**src/rtl/imem_loader_pkg.sv**
```systemverilog
// Shared encodings for the instruction-SRAM loader: SRAM write modes,
// error codes and the loader FSM states.
package imem_loader_pkg;

    // SRAM write-port modes driven on MemWrite.
    localparam logic [1:0] WRITE_IDLE = 2'b00;
    localparam logic [1:0] WRITE_WORD = 2'b11;

    // err_code values.
    localparam logic [1:0] ERR_NONE     = 2'd0;
    localparam logic [1:0] ERR_VERIFY   = 2'd1;
    localparam logic [1:0] ERR_OVERFLOW = 2'd2;

    // Loader states; the encoding is visible on the state_dbg port.
    typedef enum logic [2:0] {
        S_IDLE   = 3'd0,
        S_ACCEPT = 3'd1,
        S_WRITE  = 3'd2,
        S_READ   = 3'd3,
        S_CHECK  = 3'd4,
        S_DONE   = 3'd5,
        S_ERROR  = 3'd6
    } state_t;

    // True while a load is actively moving words.
    function automatic logic is_busy_state(input state_t s);
        return (s == S_ACCEPT) || (s == S_WRITE) || (s == S_READ) || (s == S_CHECK);
    endfunction

    // True in the states where a start pulse begins a new load.
    function automatic logic is_start_state(input state_t s);
        return (s == S_IDLE) || (s == S_DONE) || (s == S_ERROR);
    endfunction

endpackage

```
**src/rtl/imem_loader.sv**
```systemverilog
// Write-side master for the instruction SRAM. Takes a valid/ready word
// stream, writes each word to consecutive addresses from a programmable
// base, optionally reads every word back to verify it, and keeps the CPU
// in reset until the whole image has landed.
//
// Stream handshake: a word transfers on a rising edge where in_valid and
// in_ready are both 1. in_ready is only raised in ACCEPT and drops for the
// write (and verify) cycles that follow each transfer; the source may hold
// in_valid/in_data/in_last steady until the transfer happens.
//
// Every output is a flop. The output flops are loaded from the next state,
// so each output always reflects the state the FSM is currently in.
module imem_loader
    import imem_loader_pkg::*;
#(
    parameter int ADDR_W    = 32,
    parameter int MAX_WORDS = 1024,
    parameter int VERIFY    = 1
) (
    input  logic                           clk,
    input  logic                           rst,
    input  logic                           start,
    input  logic [ADDR_W-1:0]              base_addr,
    input  logic                           in_valid,
    output logic                           in_ready,
    input  logic [31:0]                    in_data,
    input  logic                           in_last,
    output logic                           MemREAD,
    output logic [1:0]                     MemWrite,
    output logic [ADDR_W-1:0]              address,
    output logic [31:0]                    write_data,
    input  logic [31:0]                    read_data,
    output logic                           busy,
    output logic                           done,
    output logic                           error,
    output logic [1:0]                     err_code,
    output logic [ADDR_W-1:0]              err_addr,
    output logic [$clog2(MAX_WORDS+1)-1:0] word_count,
    output logic                           cpu_hold,
    output logic [2:0]                     state_dbg
);

    localparam int CNT_W = $clog2(MAX_WORDS + 1);

    // Word addresses are always 4-byte aligned.
    localparam logic [ADDR_W-1:0] ALIGN_MASK = ~ADDR_W'(3);

    localparam logic [CNT_W-1:0] CNT_MAX = CNT_W'(MAX_WORDS);

    state_t              state_q,      state_d;
    logic [ADDR_W-1:0]   base_q,       base_d;
    logic                last_q,       last_d;
    logic                in_ready_q,   in_ready_d;
    logic                mem_read_q,   mem_read_d;
    logic [1:0]          mem_write_q,  mem_write_d;
    logic [ADDR_W-1:0]   address_q,    address_d;
    logic [31:0]         write_data_q, write_data_d;
    logic                busy_q,       busy_d;
    logic                done_q,       done_d;
    logic                error_q,      error_d;
    logic [1:0]          err_code_q,   err_code_d;
    logic [ADDR_W-1:0]   err_addr_q,   err_addr_d;
    logic [CNT_W-1:0]    word_count_q, word_count_d;
    logic                cpu_hold_q,   cpu_hold_d;

    logic                transfer;
    logic                read_ok;
    logic [ADDR_W-1:0]   next_addr;

    // Handshake, verify compare and the address of the word being accepted.
    always_comb begin
        transfer  = in_valid && in_ready_q;
        read_ok   = (read_data == write_data_q);
        next_addr = base_q + ADDR_W'({word_count_q, 2'b00});
    end

    // Next-state and datapath updates; registered outputs follow the next state.
    always_comb begin
        state_d      = state_q;
        base_d       = base_q;
        last_d       = last_q;
        address_d    = address_q;
        write_data_d = write_data_q;
        err_code_d   = err_code_q;
        err_addr_d   = err_addr_q;
        word_count_d = word_count_q;

        case (state_q)
            S_IDLE, S_DONE, S_ERROR: begin
                if (start) begin
                    base_d       = base_addr & ALIGN_MASK;
                    word_count_d = '0;
                    err_code_d   = ERR_NONE;
                    err_addr_d   = '0;
                    state_d      = S_ACCEPT;
                end
            end

            S_ACCEPT: begin
                if (transfer) begin
                    address_d = next_addr;
                    if (word_count_q == CNT_MAX) begin
                        // One word past capacity: drop it and report where it would have gone.
                        err_code_d = ERR_OVERFLOW;
                        err_addr_d = next_addr;
                        state_d    = S_ERROR;
                    end else begin
                        write_data_d = in_data;
                        last_d       = in_last;
                        state_d      = S_WRITE;
                    end
                end
            end

            S_WRITE: begin
                if (VERIFY != 0) begin
                    state_d = S_READ;
                end else begin
                    word_count_d = word_count_q + CNT_W'(1);
                    state_d      = last_q ? S_DONE : S_ACCEPT;
                end
            end

            S_READ: begin
                // The SRAM returns data one cycle after the read strobe.
                state_d = S_CHECK;
            end

            S_CHECK: begin
                if (!read_ok) begin
                    err_code_d = ERR_VERIFY;
                    err_addr_d = address_q;
                    state_d    = S_ERROR;
                end else begin
                    word_count_d = word_count_q + CNT_W'(1);
                    state_d      = last_q ? S_DONE : S_ACCEPT;
                end
            end

            default: begin
                state_d = S_IDLE;
            end
        endcase

        in_ready_d  = (state_d == S_ACCEPT);
        mem_read_d  = (state_d == S_READ);
        mem_write_d = (state_d == S_WRITE) ? WRITE_WORD : WRITE_IDLE;
        busy_d      = is_busy_state(state_d);
        done_d      = (state_d == S_DONE);
        error_d     = (state_d == S_ERROR);
        cpu_hold_d  = (state_d != S_DONE);
    end

    // State and output registers; reset aborts any load in progress at once.
    always_ff @(posedge clk or posedge rst) begin
        if (rst) begin
            state_q      <= S_IDLE;
            base_q       <= '0;
            last_q       <= 1'b0;
            in_ready_q   <= 1'b0;
            mem_read_q   <= 1'b0;
            mem_write_q  <= WRITE_IDLE;
            address_q    <= '0;
            write_data_q <= '0;
            busy_q       <= 1'b0;
            done_q       <= 1'b0;
            error_q      <= 1'b0;
            err_code_q   <= ERR_NONE;
            err_addr_q   <= '0;
            word_count_q <= '0;
            cpu_hold_q   <= 1'b1;
        end else begin
            state_q      <= state_d;
            base_q       <= base_d;
            last_q       <= last_d;
            in_ready_q   <= in_ready_d;
            mem_read_q   <= mem_read_d;
            mem_write_q  <= mem_write_d;
            address_q    <= address_d;
            write_data_q <= write_data_d;
            busy_q       <= busy_d;
            done_q       <= done_d;
            error_q      <= error_d;
            err_code_q   <= err_code_d;
            err_addr_q   <= err_addr_d;
            word_count_q <= word_count_d;
            cpu_hold_q   <= cpu_hold_d;
        end
    end

    // Port drives straight from the flops.
    always_comb begin
        in_ready   = in_ready_q;
        MemREAD    = mem_read_q;
        MemWrite   = mem_write_q;
        address    = address_q;
        write_data = write_data_q;
        busy       = busy_q;
        done       = done_q;
        error      = error_q;
        err_code   = err_code_q;
        err_addr   = err_addr_q;
        word_count = word_count_q;
        cpu_hold   = cpu_hold_q;
        state_dbg  = state_q;
    end

    // The SRAM port is never asked to read and write in the same cycle.
    a_no_rd_wr: assert property (@(posedge clk) disable iff (rst)
        !(mem_read_q && (mem_write_q != WRITE_IDLE)));

    // The CPU is released exactly when the load has completed.
    a_hold_done: assert property (@(posedge clk) disable iff (rst)
        ((!cpu_hold_q) == done_q));

    // Outcome flags are mutually exclusive.
    a_flags: assert property (@(posedge clk) disable iff (rst)
        !((busy_q && done_q) || (busy_q && error_q) || (done_q && error_q)));

endmodule

```
**config.mk**
```make
export PLATFORM = sky130hd
export DESIGN_NAME = imem_loader
export DESIGN_NICKNAME = d
export VERILOG_FILES = /design/src/rtl/imem_loader_pkg.sv /design/src/rtl/imem_loader.sv
export SDC_FILE = /design/constraint.sdc
export NUM_CORES = 1
export LEC_CHECK = 0
export ABC_CLOCK_PERIOD_IN_PS = 5800
export BUFFER_PORTS_ARGS = -buffer_cell sky130_fd_sc_hd__buf_2
export CAP_MARGIN = 20
export CORE_AREA = 3 3 132 134
export CTS_CLUSTER_SIZE = 20
export DETAILED_ROUTE_END_ITERATION = 10
export DIE_AREA = 0 0 135 137
export PLACE_DENSITY = 0.69
export SLEW_MARGIN = 20
export SYNTH_ARGS = -nofsm -noshare
export SYNTH_HDL_FRONTEND = slang
export SYNTH_SLANG_ARGS = --single-unit
```
**constraint.sdc**
```tcl
create_clock -name clk -period 5.8 [get_ports clk]
set_input_delay 0.87 -clock clk [delete_from_list [all_inputs] [get_ports clk]]
set_output_delay 0.87 -clock clk [all_outputs]
set_load 0.01 [all_outputs]
```
# Word level (Yosys, flattened, before mapping)
# Cells that the tools add are included.
# op_classes
n_addsub	2
n_eq_ne	20
mux	20
n_bitwise	1
n_reduce_logical	13
# op_table
operator	count
$mux W32	4
$pmux W32 S3	1
$add A32 B13 Y32	1
$eq A32 B32 Y1	1
$mux W11	2
$pmux W11 S2	1
$eq A3 B3 Y1 const B	6
$mux W3	5
$pmux W3 S5	1
$eq A3 B2 Y1 const B	4
$add A11 B1 Y11 const B	1
$eq A11 B11 Y1 const B	1
$mux W2	5
$ne A2 B2 Y1 const B	5
$eq A3 B1 Y1 const B	2
$pmux W2 S3	1
$reduce_and A3 Y1	2
$reduce_and A5 Y1	1
$reduce_and A2 Y1	2
$logic_not A3 Y1	1
$logic_or A1 B1 Y1	3
$ne A3 B3 Y1 const B	1
$reduce_bool A3 Y1	1
$reduce_or A3 Y1	1
3 further kinds	3
# word_totals
reg_bits	151
inputBits	101

# Logic depth before layout (Yosys ltp)
# Gate-level depths: netlist of run 1.
# depth
depth_word	8
ltp_mapped	10
ltp_nobuf	10

# Worst setup path after synthesis of run 1
# OpenSTA, ideal clock, no wires.
# synth_path
path_type	register -> register
startpoint	reg word_count_q[0], in the netlist word_count[0]
endpoint	reg address_q[22], in the netlist address[22]
setup_time_ns	0.131
arrival_ns	2.521
required_time_ns	5.669
path_slack_ns	3.148
path_stages_with_launch	11
cell_sequence	dfrtp_1 -> ha_1 -> inv_1 -> fa_1 -> and2b_1 -> o2111ai_1 -> and2_1 -> a221oi_2 -> nand4_1 -> xor2_1 -> o21ai_0
# synth_between
elab_chain_cells	1
# synth_rtl
element	line_no	rtl
start: declaration	imem_loader.sv:63	logic [CNT_W-1:0] word_count_q, word_count_d;
start signal: assignment	imem_loader.sv:186	word_count_q <= word_count_d;
$add A32 B13 Y32	imem_loader.sv:74	next_addr = base_q + ADDR_W'({word_count_q, 2'b00});
end signal: assignment	imem_loader.sv:179	address_q <= address_d;
end: declaration	imem_loader.sv:56	logic [ADDR_W-1:0] address_q, address_d;
# No other way between the ends.
# A chain may end at the register's enable or synchronous reset.

# Final worst setup path of run 1
# layout_path
startpoint	reg word_count_q[0], in the netlist word_count[0]
endpoint	reg address_q[30], in the netlist address[30]
# Same word-level chain as after synthesis.

==> metrics.cfg, run 1 <==
[grt]
antenna_found_initial = 0
grt_pass1_wl_mm = 30.9
grtUsageTotal_pct = 21.2
grt_pass1_vias = 5873
grt_max_degree = 95
grt_overflow = 0

[timing]
worstMarginPinSlew_ns = 0.871
setup_viol = 0
slew_headroom_pct = 42.0
skew_ns = 0.00709
rsz0062_at_grt = no
fin_tns_setup_ns = 0
holdWs_ns = 0.476
drv_slew = 0
max_freq_ghz = 0.321
finalHoldViolCount = 0
post-route-period-util_pct = 53.8
fin_crit_ns = 3.12

[power]
intPower_mw = 2.84
p_sw_mw = 1.91
p_comb_share_pct = 37.8
switching_share_pct = 40.2
power.total_mw = 4.75
p_clk_share_pct = 23.9
peakVddDrop_mv = 0.227
p_leak_nw = 4.63
p_per_area_nw_per_um2 = 520
seq_power_share_pct = 38.3

[critical_path]
timing.critical_path.to = address[30]
startpoint = word_count[0]
cp_cell_sequence = ha_1 -> inv_1 -> fa_1 -> and2b_1 -> o2111ai_1 -> and2_1 -> a221oi_2 -> nand3_1 -> xor2_1 -> o21ai_0
max_stage_delay_ns = 0.63
critical_path_class = reg -> reg
worst_r2r_endpoint = address[30]
start_kind = flip-flop
critPathRequiredTime_ns = 6.09
cp_top_family = compound AO/OA/AOI/OAI gates
reg2reg_from = word_count[0]
rrSetupSlack_ns = 2.68
rr_worst_depth = 10
critPathBufInv = 1
slowest_stage = a221oi_2
worstSetupPathDepth = 10
cp.arrival_ns = 3.41
end_kind = flip-flop
worstPathMaxFanout = 9

[job]
maxCapViolCount = 0

[finish]
stdcell_count = 1233
nets = 1115
layout_commonest_cell = nand2_1
num_antenna_cells = 0
drive_gt1_share_pct = 28.2
syn2layout_area_growth_pct = 24.7
layout_common_cells = nand2_1, buf_2, dfrtp_1

[placement]
place_hpwl_mm = 13.8
portBuffers = 214
gp_congestion = 0.866
place_inst = 1200

[detailed_routing]
wl_mm = 19.4
ant_nets = 0
dr.pass1.iters = 5
drc_errors = 0
drt-initial-drc-count = 408
dr_total_vias = 6264
routedWlPerCell_um = 15.7
vias_per_cell = 5.08

[clock_tree]
postCtsHoldBufs = 0
cts_resized = 0
cts_tree = yes
clock_latency_ns = 0.42
root_buffer = clkbuf_16
htree_levels = 4
cts_sinks = 146
post-cts-setup-buffers = 0
clkTransAtPathRegs_ns = 0.07
numCtsBuffers = 17
cts_buffer_depth = 2

[synth]
syn-cell-area_um2 = 7320
netlist_instances = 800
synth-seq-area-share_pct = 49.9
synth_ff_type = dfrtp_1
async_reset_ff_share_pct = 100
postSynthAreaPerCell_um2 = 9.15
synth.distinct_cells = 69
synth_edf_count = 0
synth-seq-cells = 146
yosysWarnings = 0

[status]
outcome = finished, final reports clean

[floorplan]
die_w_um = 135
fp.coreArea_um2 = 16400
ios = 221
rows = 47
die_area_um2 = 18500
die_h_um = 137
start_util_pct = 44.6

[hold_path]
holdCritStartpoint = err_code[1]
hp-class = reg -> reg

## sequential cells by signal, summed over array words and instances (netlist names)
signal      flops
cpu_hold        1
err_addr       30
done            1
MemWrite        1
last_q          1
err_code        2
write_data     32
busy            1
in_ready        1
error           1
MemREAD         1
state_dbg       3
base_q         30
word_count     11
address        30
## cells by family (layout without fill, tap and decap cells)
family                     after synthesis  after routing  synth area share (%)
and+or+nand+nor                        373            373                  22.5
DFF                                    146            146                  49.9
AOI/OAI and AO/OA                      127            127                  11.1
xor gates and xnor gates                66             66                  7.90
buffers and inverters                   59            269                  3.95
adders and majority gates               15             15                  2.63
muxes                                   13             13                  1.93
other                                    1              4                0.0512
## through the flow
stage / util (%) / cell area (um^2) / setup slack (ns)
6_report: 55.7 / 9130 / 2.68
5_1_grt: 55.7 / 9130 / 2.50
4_1_cts: 55.5 / 9110 / 2.49
3_3_place_gp: 51.8 / 8500 / 2.53
2_1_floorplan: - / 7330 / 1.01
3_5_place_dp: 51.8 / 8500 / 2.50
## worst min path at each step
stage | end | depth (start not counted)
floorplan | base_q[10] | 2
global placement | err_code[1] | 2
detailed placement | err_code[1] | 2
CTS | err_code[0] | 1
global route | err_code[0] | 1
finish | err_code[1] | 2
## cell usage after synthesis (all sizes together) (3+ instances only)
library cell,n,area [um^2]
xor2,13,114
or2,3,18.8
nand2b,4,25.0
o21a,3,22.5
nand2,241,912
nor4,5,43.8
nor3,11,60.1
xnor2,53,464
a22oi,8,60.1
o211ai,9,77.6
and3,5,36.3
dfrtp,145,3630
and2,7,43.8
nand3,27,150
a21o,6,45.0
clkbuf,24,91.3
a21oi,29,149
inv,16,60.1
nor3b,3,38.8
mux2,9,101
buf,19,138
nand4,13,81.3
mux2i,4,40.0
ha,13,163
a221oi,9,85.1
nor2,46,175
o21ai,46,230
## layout make-up
cell class	count	area (um^2)
inverters	16	65.1
clock inverters	14	169
well taps	220	275
flip-flops and latches	146	3650
repair buffers	221	1140
clock buffers	18	439
fillers	1482	7280
multi-input cells	598	3390
## per-layer routing
metal  vias up  wire length [um]  track usage [%]
met5         -                 0                0
met4         0               314             5.82
met3        22              1470             6.58
met2       202              8750             31.5
met1      2965              8830             30.1
li1       3075                 -                -
## tightest hold or removal path, delay by kind of cell, from the launching register on
kind / cells / cell delay, ns
simple gates: 2 / 0.10
flops: 1 / 0.34
## power groups by stage
stage | clock (mW) | sequential (mW) | combinational (mW)
floorplan | 0 | 1.87 | 1.11
global placement | 0 | 1.82 | 1.77
detailed placement | 0 | 1.83 | 1.80
CTS | 1.14 | 1.82 | 1.82
global route | 1.20 | 1.88 | 2.02
finish | 1.13 | 1.82 | 1.80
Note: power is estimated with default switching activity, not from simulation.
==> run 2: changes to the inputs <==
- ABC_CLOCK_PERIOD_IN_PS: 5800 -> 2800
- PLACE_DENSITY: 0.69 -> 0.72
- clock period: 5.8 -> 2.8 ns (I/O delays scaled with it)
==> run 2 against run 1 <==
First-iteration DRC count is 25% higher. Sequential share of layout area is 0.76 points lower. Non-clock buffer count up 16. Final cell count is 1.3% higher. Critical path type unchanged.
==> metrics.cfg, run 2 (synthesized netlist as in run 1, its figures left out) <==
[status]
outcome = finished, final reports clean

[timing]
post-route-period-util_pct = 93.7
drv_slew = 0
setup_viol = 0
fin_crit_ns = 2.62
skew_ns = 0.00860
max_freq_ghz = 0.381
finalHoldViolCount = 0
worstMarginPinSlew_ns = 0.803
holdWs_ns = 0.176
slew_headroom_pct = 46.5

[floorplan]
start_util_pct = 44.6
die_w_um = 135
ios = 221
die_h_um = 137
rows = 47
die_area_um2 = 18500
fp.coreArea_um2 = 16400

[power]
p_leak_nw = 4.76
p_per_area_nw_per_um2 = 1070
peakVddDrop_mv = 0.505
power.total_mw = 9.96

[grt]
grtUsageTotal_pct = 21.6
grt_pass1_vias = 6100
antenna_found_initial = 0
grt_max_degree = 147
grt_pass1_wl_mm = 31.6
grt_overflow = 0

[detailed_routing]
ant_nets = 0
drt-initial-drc-count = 509
drc_errors = 0
routedWlPerCell_um = 15.8
vias_per_cell = 5.09
dr_total_vias = 6352
dr.pass1.iters = 6
wl_mm = 19.7

[critical_path]
cp.arrival_ns = 2.91
critPathRequiredTime_ns = 3.08
worstPathMaxFanout = 5
reg2reg_from = word_count[0]
startpoint = word_count[0]
start_kind = flip-flop
critical_path_class = reg -> reg
end_kind = flip-flop

[placement]
gp_congestion = 0.844
place_hpwl_mm = 14.2
portBuffers = 214
place_inst = 1214

[finish]
largest_reg_flops = 32
nets = 1131
layout_common_cells = nand2_1, buf_2, dfrtp_1
syn2layout_area_growth_pct = 27.2
stdcell_count = 1249
num_antenna_cells = 0
drive_gt1_share_pct = 29.6
layout_commonest_cell = nand2_1

[clock_tree]
htree_levels = 4
numCtsBuffers = 17
cts_tree = yes
cts_sinks = 146
clkTransAtPathRegs_ns = 0.06
postCtsHoldBufs = 0
clock_latency_ns = 0.43
cts_buffer_depth = 2
root_buffer = clkbuf_16

[hold_path]
holdCritStartpoint = in_data[17]
hp-class = in -> reg

[job]
maxCapViolCount = 0

[run 2: cell count changes in the layout (fill, tap and decap cells not counted), moves of 2 or more]
cell and delta:
buf_4 +13, clkinv_2 +3, clkinv_4 +3, inv_6 -3, clkinvlp_4 -2, inv_8 -2, xor2_1 -2, xor2_2 +2
[run 2: path summary, 6_finish.rpt]
check,endpoint,slack (ns),cells past startpoint
min in group asynchronous,err_addr[5],0.23,3
setup reg to reg,address[22],0.18,11
max in group asynchronous,base_q[6],1.98,3
hold reg to reg,base_q[12],0.48,2
setup / recovery,address[22],0.18,11
hold / removal,write_data[17],0.18,3
[run 2: stage by stage]
step / util, % / cell area (um^2) / setup slack (ns) / TNS, ns
2_1_floorplan: - / 7340 / 0.148 / 0
6_report: 56.7 / 9310 / 0.177 / 0
3_3_place_gp: 52.6 / 8630 / 0.222 / 0
3_5_place_dp: 52.6 / 8630 / 0.180 / 0
4_1_cts: 56.4 / 9250 / 0.147 / 0
5_1_grt: 56.7 / 9310 / -0.0324 / -0.175
[run 2: layer usage]
layer	routed length (um)	global-route usage (%)
met5	0	0
met4	235	5.82
met3	1290	6.18
met2	9240	34.3
met1	8920	29.4
[run 2: layout make-up]
class	count	area (um^2)
Clock buffer	18	439
Clock inverter	14	178
Fill cell	1467	7100
Inverter	16	63.8
Multi-Input combinational cell	598	3430
Sequential cell	146	3650
Tap cell	220	275
Timing Repair Buffer	237	1270
[run 2: repair_timing]
| action | 4_1_cts | 5_1_grt |
|---|---|---|
| gates resized for setup | 0 | 7 |
| endpoints found under the setup margin | 0 | 19 |
| buffers inserted | 0 | 2 |
[run 2: report_power, final]
part	switching, mW	internal [mW]
Combinational	2.26	1.60
Sequential	0.753	2.98
Clock	0.934	1.44
Total	3.95	6.02
[run 2: critical path: stages, from the launching register on]
cell,delay (ns)
dfrtp_1,0.35
ha_1,0.18
inv_1,0.06
fa_1,0.39
and2b_1,0.23
o2111ai_1,0.13
and2_4,0.19
a221oi_4,0.29
buf_6,0.16
nand4_1,0.15
xor2_2,0.24
o21ai_0,0.13
==> run 3: changes to the inputs <==
- BUFFER_PORTS_ARGS: -buffer_cell sky130_fd_sc_hd__buf_2 -> -buffer_cell sky130_fd_sc_hd__buf_4
- CELL_PAD_IN_SITES_DETAIL_PLACEMENT: default -> 0
- CELL_PAD_IN_SITES_GLOBAL_PLACEMENT: default -> 1
- CORE_AREA: 3 3 132 134 -> 3 3 149 151
- DIE_AREA: 0 0 135 137 -> 0 0 152 154
- PLACE_DENSITY: 0.72 -> 0.75
==> run 3 against run 2 <==
Die area grew 27%. Sequential share of layout area decreased by 2.4 points. Sequential cell count unchanged. Clock skew grew 0.0049 ns. Clock power decreased by 3%. First-iteration DRC count is 30% lower. Clock-buffer cell count down 1. Hold slack improved by 0.0077 ns. Global-route usage shrank 3.8 points. Via count down 1.1%. Critical path type unchanged.
==> metrics.cfg, run 3 (synthesized netlist as in run 1, its figures left out) <==
[finish]
syn2layout_area_growth_pct = 35.4
seq_area_um2 = 3650
drive_gt1_share_pct = 29.9
multiInputGateArea_um2 = 3420
nFillCells = 2067
largest_reg_flops = 32
design_area_um2 = 9910
layout_common_cells = nand2_1, buf_4, dfrtp_1
num_antenna_cells = 0
nets = 1136

[critical_path]
cp.arrival_ns = 2.87
critical_path_class = reg -> reg
slowest_stage = fa_1
worstPathMaxFanout = 9
cp_cell_sequence = ha_1 -> inv_1 -> fa_1 -> and2b_1 -> o2111ai_1 -> and2_1 -> a221oi_2 -> buf_4 -> nand4_1 -> xor2_2 -> o21ai_0
end_kind = flip-flop
max_stage_delay_ns = 0.39
critPathRequiredTime_ns = 3.07
start_kind = flip-flop

[floorplan]
ios = 221
start_util_pct = 34.9
die_area_um2 = 23400
die_w_um = 152
rows = 53
die_h_um = 154
fp.coreArea_um2 = 21000

[grt]
grt.met2_usage_pct = 26.6
grt_overflow = 0
grt_pass1_vias = 6126
grt_max_degree = 67
use_met1_pct = 25.3
grtUsageTotal_pct = 17.8
grt_pass1_wl_mm = 33.9
grt_use_met3_pct = 5.40
antenna_found_initial = 0
gr-max-usage-layer = met2

[detailed_routing]
drc_errors = 0
ant_nets = 0
dr.pass1.iters = 4
drt-initial-drc-count = 354
routedWlPerCell_um = 16.2
wl_mm = 21.1
dr_total_vias = 6279
vias_per_cell = 4.80

[placement]
placed_area_um2 = 9280
place_hpwl_mm = 15.8
gp_congestion = 0.817
portBuffers = 214

[job]
maxCapViolCount = 0

[timing]
finalHoldViolCount = 0
setup_viol = 0
post-route-period-util_pct = 92.9
fin_tns_setup_ns = 0
drv_slew = 0
rsz0062_at_grt = no
slew_headroom_pct = 55.2
skew_ns = 0.0135
fin_crit_ns = 2.60
worstMarginPinSlew_ns = 0.672
max_freq_ghz = 0.385

[power]
p_leak_nw = 4.87
p_per_area_nw_per_um2 = 1040
power.total_mw = 10.4
peakVddDrop_mv = 0.470

[clock_tree]
cts_buffer_depth = 2
clkTransAtPathRegs_ns = 0.07
clock_latency_ns = 0.42
cts_tree = yes
root_buffer = clkbuf_16
numCtsBuffers = 17
htree_levels = 4
cts_sinks = 146

[status]
outcome = finished, final reports clean

[hold_path]
hp-class = in -> reg

## run 3: timing repair
| action | in CTS | in global routing |
|---|---|---|
| endpoints found under the hold margin | 7 | 0 |
| hold buffers | 1 | 0 |
| setup endpoints to repair | 0 | 7 |
| buffers inserted | 0 | 0 |
| resized for setup | 0 | 4 |
## run 3: stage by stage
| step | hold WS [ns] | utilization (%) | cells | setup slack [ns] |
|---|---|---|---|---|
| after floorplan | 0.450 | - | 803 | 0.148 |
| after global placement | 0.390 | 44.3 | 1276 | 0.200 |
| after detailed placement | 0.391 | 44.3 | 1276 | 0.180 |
| after CTS | 0.165 | 47.2 | 1309 | 0.170 |
| after global routing | 0.173 | 47.3 | 1309 | 0.00144 |
| final | 0.183 | 47.3 | 1309 | 0.200 |
## run 3: critical path, delay by kind of cell (launching register included)
kind | cells | cell delay (ns)
and+or+nand+nor | 3 | 0.60
adders and majority gates | 2 | 0.56
AOI/OAI and AO/OA | 3 | 0.46
DFF | 1 | 0.37
buffers and inverters | 2 | 0.25
xor gates and xnor gates | 1 | 0.21
## run 3: final cells by class
type | instances | area share [%]
Clock buffer | 17 | 4.29
Clock inverter | 15 | 1.74
Inverter | 16 | 0.644
Multi-Input combinational cell | 598 | 34.5
Sequential cell | 146 | 36.9
Tap cell | 275 | 3.47
Timing Repair Buffer | 242 | 18.5
## run 3: final timing paths
kind	slack [ns]	depth (start not counted)	end	start
max	0.20	11	address[22]	word_count[0]
min	0.18	3	base_q[7]	base_addr[7]
max reg2reg	0.20	11	address[22]	word_count[0]
min reg2reg	0.49	1	err_code[0]	err_code[0]
max in group asynchronous	1.53	4	base_q[25]	rst
min in group asynchronous	0.50	3	state_dbg[2]	rst
## run 3: routing by layer
| metal | up-vias | part of all wire, % |
|---|---|---|
| met5 | - | 0 |
| met3 | 24 | 6.5 |
| met2 | 179 | 46 |
| li1 | 3116 | - |
| met1 | 2960 | 46 |
| met4 | 0 | 1.5 |
## run 3: where the power goes
group	switching (mW)	leakage [nW]	internal, mW
registers	0.800	1.86	2.98
logic	2.29	2.71	1.98
clock network	0.974	0.294	1.34
total	4.06	4.87	6.30
